==> config.mk <==
export PLATFORM = sky130hd
export DESIGN_NAME = word_serial_tx
export DESIGN_NICKNAME = d
export VERILOG_FILES = /design/src/rtl/word_serial_tx_pkg.sv /design/src/rtl/word_serial_tx_xor_reduce.sv /design/src/rtl/word_serial_tx.sv
export SDC_FILE = /design/constraint.sdc
export NUM_CORES = 1
export LEC_CHECK = 0
export BUFFER_PORTS_ARGS = -buffer_cell sky130_fd_sc_hd__buf_2
export CAP_MARGIN = 20
export CORE_MARGIN = 8
export CORE_UTILIZATION = 53
export DETAILED_ROUTE_END_ITERATION = 16
export PLACE_DENSITY_LB_ADDON = 0.08
export SLEW_MARGIN = 20
export SYNTH_ARGS = -nofsm -noshare
export SYNTH_HDL_FRONTEND = slang
export SYNTH_SLANG_ARGS = --single-unit
==> constraint.sdc <==
create_clock -name clk -period 2.1 [get_ports clk]
set_clock_uncertainty 0.15 [all_clocks]
set_input_delay 0.21 -clock clk [delete_from_list [all_inputs] [get_ports clk]]
set_output_delay 0.21 -clock clk [all_outputs]
set_load 0.005 [all_outputs]
==> src/rtl/word_serial_tx_pkg.sv <==
// Shared types and elaboration-time helpers for the word-serial transmitter.
package word_serial_tx_pkg;

    typedef enum logic [2:0] {
        IDLE,
        START,
        DATA,
        PARITY,
        STOP
    } state_t;

    function automatic int clog2(input int n);
        int r;
        r = 0;
        while ((1 << r) < n) r++;
        return r;
    endfunction

    // Counter width able to hold n-1, never narrower than one bit.
    function automatic int cnt_width(input int n);
        return (clog2(n) < 1) ? 1 : clog2(n);
    endfunction

    function automatic int frame_bits(input int width, input int parity_en);
        return width + parity_en + 2;
    endfunction

endpackage

==> src/rtl/word_serial_tx_xor_reduce.sv <==
// Parity helper: WIDTH-input XOR as a balanced tree of two-input Xor gates.
module xor_gate (
    input  logic a,
    input  logic b,
    output logic out
);
    assign out = a ^ b;
endmodule

module xor_reduce
    import word_serial_tx_pkg::*;
#(
    parameter int WIDTH = 16
) (
    input  logic [WIDTH-1:0] in_bits,
    output logic             out
);
    localparam int LEAVES = 1 << clog2(WIDTH);

    // Heap-indexed tree: node k combines nodes 2k and 2k+1; leaves start at LEAVES.
    logic node [1:2*LEAVES-1];

    for (genvar i = 0; i < LEAVES; i++) begin : g_leaf
        if (i < WIDTH) begin : g_bit
            assign node[LEAVES+i] = in_bits[i];
        end else begin : g_pad
            assign node[LEAVES+i] = 1'b0;
        end
    end

    for (genvar k = 1; k < LEAVES; k++) begin : g_node
        xor_gate u_xor (
            .a   (node[2*k]),
            .b   (node[2*k+1]),
            .out (node[k])
        );
    end

    assign out = node[1];

endmodule

==> src/rtl/word_serial_tx.sv <==
// Bit-serial frame transmitter: start, WIDTH data bits LSB first, optional even parity, stop.
module word_serial_tx
    import word_serial_tx_pkg::*;
#(
    parameter int WIDTH        = 16,
    parameter int CLKS_PER_BIT = 4,
    parameter int PARITY_EN    = 1
) (
    input  logic             clk,
    input  logic             rst_n,
    input  logic [WIDTH-1:0] in_data,
    input  logic             in_valid,
    output logic             in_ready,
    output logic             tx,
    output logic             busy,
    output logic             done
);
    localparam int BW = cnt_width(WIDTH);
    localparam int CW = cnt_width(CLKS_PER_BIT);
    localparam logic [BW-1:0] BIT_LAST = BW'(WIDTH - 1);
    localparam logic [CW-1:0] CYC_LAST = CW'(CLKS_PER_BIT - 1);

    state_t           state, state_nxt;
    logic [BW-1:0]    bit_cnt, bit_nxt;
    logic [CW-1:0]    cyc_cnt, cyc_nxt;
    logic [WIDTH-1:0] shreg, shreg_nxt;
    logic             par, par_nxt;
    logic             par_calc;
    logic             bit_end;
    logic             tx_nxt, busy_nxt, done_nxt, ready_nxt;

    xor_reduce #(.WIDTH(WIDTH)) u_par (
        .in_bits (in_data),
        .out     (par_calc)
    );

    always_ff @(posedge clk) begin
        if (!rst_n) begin
            state    <= IDLE;
            bit_cnt  <= '0;
            cyc_cnt  <= '0;
            shreg    <= '0;
            par      <= 1'b0;
            tx       <= 1'b1;
            busy     <= 1'b0;
            done     <= 1'b0;
            in_ready <= 1'b0;
        end else begin
            state    <= state_nxt;
            bit_cnt  <= bit_nxt;
            cyc_cnt  <= cyc_nxt;
            shreg    <= shreg_nxt;
            par      <= par_nxt;
            tx       <= tx_nxt;
            busy     <= busy_nxt;
            done     <= done_nxt;
            in_ready <= ready_nxt;
        end
    end

    always_comb begin
        state_nxt = state;
        bit_nxt   = bit_cnt;
        cyc_nxt   = cyc_cnt;
        shreg_nxt = shreg;
        par_nxt   = par;
        bit_end   = (cyc_cnt == CYC_LAST);

        if (state != IDLE) begin
            cyc_nxt = bit_end ? '0 : cyc_cnt + 1'b1;
        end

        case (state)
            IDLE: begin
                // in_ready is low for the first cycle out of reset, so no word is taken then.
                if (in_valid && in_ready) begin
                    shreg_nxt = in_data;
                    par_nxt   = par_calc;
                    bit_nxt   = '0;
                    cyc_nxt   = '0;
                    state_nxt = START;
                end
            end
            START: begin
                if (bit_end) state_nxt = DATA;
            end
            DATA: begin
                if (bit_end) begin
                    shreg_nxt = shreg >> 1;
                    if (bit_cnt == BIT_LAST) begin
                        bit_nxt   = '0;
                        state_nxt = (PARITY_EN != 0) ? PARITY : STOP;
                    end else begin
                        bit_nxt = bit_cnt + 1'b1;
                    end
                end
            end
            PARITY: begin
                if (bit_end) state_nxt = STOP;
            end
            STOP: begin
                if (bit_end) state_nxt = IDLE;
            end
            default: state_nxt = IDLE;
        endcase

        // Outputs are registered from the next-state view so they line up with the state.
        ready_nxt = (state_nxt == IDLE);
        busy_nxt  = (state_nxt != IDLE);
        done_nxt  = (state_nxt == STOP) && (cyc_nxt == CYC_LAST);
        case (state_nxt)
            START:   tx_nxt = 1'b0;
            DATA:    tx_nxt = shreg_nxt[0];
            PARITY:  tx_nxt = par_nxt;
            default: tx_nxt = 1'b1;
        endcase
    end

endmodule
==> flow_metrics.tcl <==
set metrics [dict create \
    cellPowerDensity_mw_per_mm2 766.5 \
    clk_latency_ns 0.33 \
    synth_cell_type_count 30 \
    gp_congestion 0.8600 \
    antenna_found_initial 0 \
    fmax_mhz 531.3 \
    grt_pass1_wl_um 4981 \
    final_common_cell "dfxtp_1" \
    grt_setup_unrepaired "no" \
    tns_ns 0 \
    placed_area_sq_mm 0.001498 \
    die_x_um 66.24 \
    crit_buf_inv 0 \
    critPathTopFamily "compound AO/OA/AOI/OAI gates" \
    ant_nets 0 \
    netlist_area_sq_mm 0.001338 \
    yosysSeqAreaShare 0.4490 \
    clockBufferDepth 2 \
    core_area_sq_mm 0.002432 \
    min_period_over_period 0.8962 \
    placedCellCount 197 \
    endpoint_kind "register" \
    initial_utilization 0.5499 \
    cp_data_required_time_ns 2.17 \
    grt_max_degree 24 \
    dp.final_hpwl_um 2063 \
    numCtsBuffers 5 \
    vias 1153 \
    fill_cells 221 \
    ir_worst_vdd_mv 0.6320 \
    period_minus_slack_ns 1.882 \
    ctsResizeCount 0 \
    finalSetupViolations 0 \
    cp_slowest_cell "a222oi_1" \
    path_max_fanout 4 \
    clock-root-buffer "clkbuf_4" \
    slowest_delay_ns 0.40 \
    ys_seq_elements 30 \
    cts_setup_buffers 0 \
    drive_gt1_frac 0.2247 \
    postCtsHoldBufs 3 \
    synth_nets 167 \
    synthCells 146 \
    cts.sink_count 30 \
    final_cell_mix "dfxtp_1 (30), nor2_1 (26), buf_2 (22), a222oi_1 (15), xnor2_1 (13)" \
    first_pass_iters 4 \
    drv_cap 0 \
    clk_pin_slew_ns 0.09 \
    area_growth_syn_to_layout_pct 20.11 \
    grt_pass1_vias 1132 \
    relSlewSlack 0.7675 \
    h-tree-depth 2 \
    cts_tree "done" \
    critical_path_class "register to register" \
    drv_slew 0 \
    final_core_util 0.6605 \
    tightest_slew_ns 0.3487 \
    fin_nets 198 \
    die_h_um 66.24 \
    n_antenna_cell 0 \
    initialDrtViolationCount 189 \
    wl_um 2873 \
    dieArea_sq_mm 0.004387 \
    hold_class "input pin to register" \
    yosys_warnings 0 \
    std_cell_rows 18 \
    route.detailed.drc 0 \
    io_buffer_count 22 \
    critPathLaunchType "register" \
    syn_avg_cell_area_sq_um 9.161 \
    status "finished clean" \
    power_leakage_nw 0.6526 \
    vias_per_cell 5.543 \
    wl_per_cell_um 13.81 \
    fin_area_sq_mm 0.001607 \
    hold_viol_final 0 \
    num_io_pins 23 \
    grt-ovfl-total 0 \
    critical_path.cell_chain "ha_1, nand2_1, a211o_1, a222oi_1, and4_1, o21ai_1" \
    final_cells 208 \
    arrival_ns 1.95 \
    grt_usage 0.1471 \
]
power breakdown:
group / switching (mW) / leakage [nW] / internal [mW]
sequential: 0.0167 / 0.244 / 0.595
clock: 0.193 / 0.0446 / 0.229
combinational: 0.0945 / 0.364 / 0.103
synth_stat cells, drive strengths merged:
| cell | count | area [sq um] |
|---|---|---|
| nor2 | 26 | 97.59 |
| ha | 2 | 25.02 |
| or3 | 2 | 12.51 |
| xnor2 | 13 | 113.9 |
| a31oi | 1 | 6.260 |
| and3 | 1 | 6.260 |
| and2 | 1 | 6.260 |
| nand4 | 1 | 6.260 |
| buf | 4 | 25.02 |
| nor2b | 1 | 6.260 |
| xor2 | 4 | 35.03 |
| a211o | 1 | 8.760 |
| clkbuf | 4 | 15.01 |
| a21oi | 7 | 35.03 |
| nor3 | 4 | 25.02 |
| a31o | 1 | 8.760 |
| nor3b | 2 | 15.01 |
| nand2b | 4 | 25.02 |
| a222oi | 15 | 150.1 |
| inv | 1 | 3.750 |
| nand3 | 5 | 25.02 |
| nand2 | 7 | 26.28 |
| dfxtp | 30 | 600.6 |
| o21ai | 4 | 20.01 |
| and4 | 2 | 17.52 |
| nand3b | 2 | 15.01 |
| or2 | 1 | 6.260 |
stage by stage:
stage	hold slack [ns]	total power [mW]	worst slack, ns
6_report	0.01189	1.231	0.2179
5_1_grt	0.006176	1.307	0.1238
4_1_cts	0.001085	1.248	0.2041
3_5_place_dp	0.3199	0.8187	0.2162
3_3_place_gp	0.2966	0.8154	0.2805
2_1_floorplan	0.1400	0.7608	0.1955
registers in the layout, indices dropped and copies added (netlist names):
register,count
shreg,16
bit_cnt,4
state,3
cyc_cnt,2
busy,1
done,1
in_ready,1
par,1
tx,1
final timing paths:
| kind | startpoint | to | slack, ns | cells after the start |
|---|---|---|---|---|
| hold reg to reg | cyc_cnt[1] | cyc_cnt[1] | 0.33 | 2 |
| setup / recovery | cyc_cnt[0] | tx | 0.22 | 6 |
| hold / removal | in_data[6] | shreg[6] | 0.01 | 3 |
| setup reg to reg | cyc_cnt[0] | tx | 0.22 | 6 |
area by class of cell:
type / instances / area, sq um / share of cell area
inverters: 1 / 3.754 / 0.002336
clock buffers: 8 / 78.83 / 0.04907
well taps: 30 / 37.54 / 0.02336
repair buffers: 32 / 192.7 / 0.1199
flip-flops and latches: 30 / 600.6 / 0.3738
multi-input cells: 107 / 693.2 / 0.4315
cells by family (layout without fill, tap and decap cells):
family | Yosys count | count (layout) | share of synthesized area
AO/OA/AOI/OAI | 29 | 29 | 0.1712
XOR/XNOR | 17 | 17 | 0.1113
adder cells (fa/ha/maj) | 2 | 2 | 0.01871
buffers and inverters | 9 | 41 | 0.03273
flip-flops | 30 | 30 | 0.4490
AND/OR/NAND/NOR | 59 | 59 | 0.2170
worst reg2reg max path, stage by stage (launching register included):
cell,delay [ns]
dfxtp_1,0.36
ha_1,0.17
nand2_1,0.10
a211o_1,0.29
a222oi_1,0.40
and4_1,0.24
o21ai_1,0.07
metal layers:
layer / wire length, um / share of wire / up-vias / global-route usage
met1: 1263 / 0.44 / 524 / 0.1614
met5: 0 / 0 / - / 0
met2: 1353 / 0.47 / 25 / 0.2352
met3: 202 / 0.070 / 7 / 0.06610
met4: 53 / 0.018 / 0 / 0.07200
li1: - / - / 597 / -
Power figures use the tool's default switching activity.
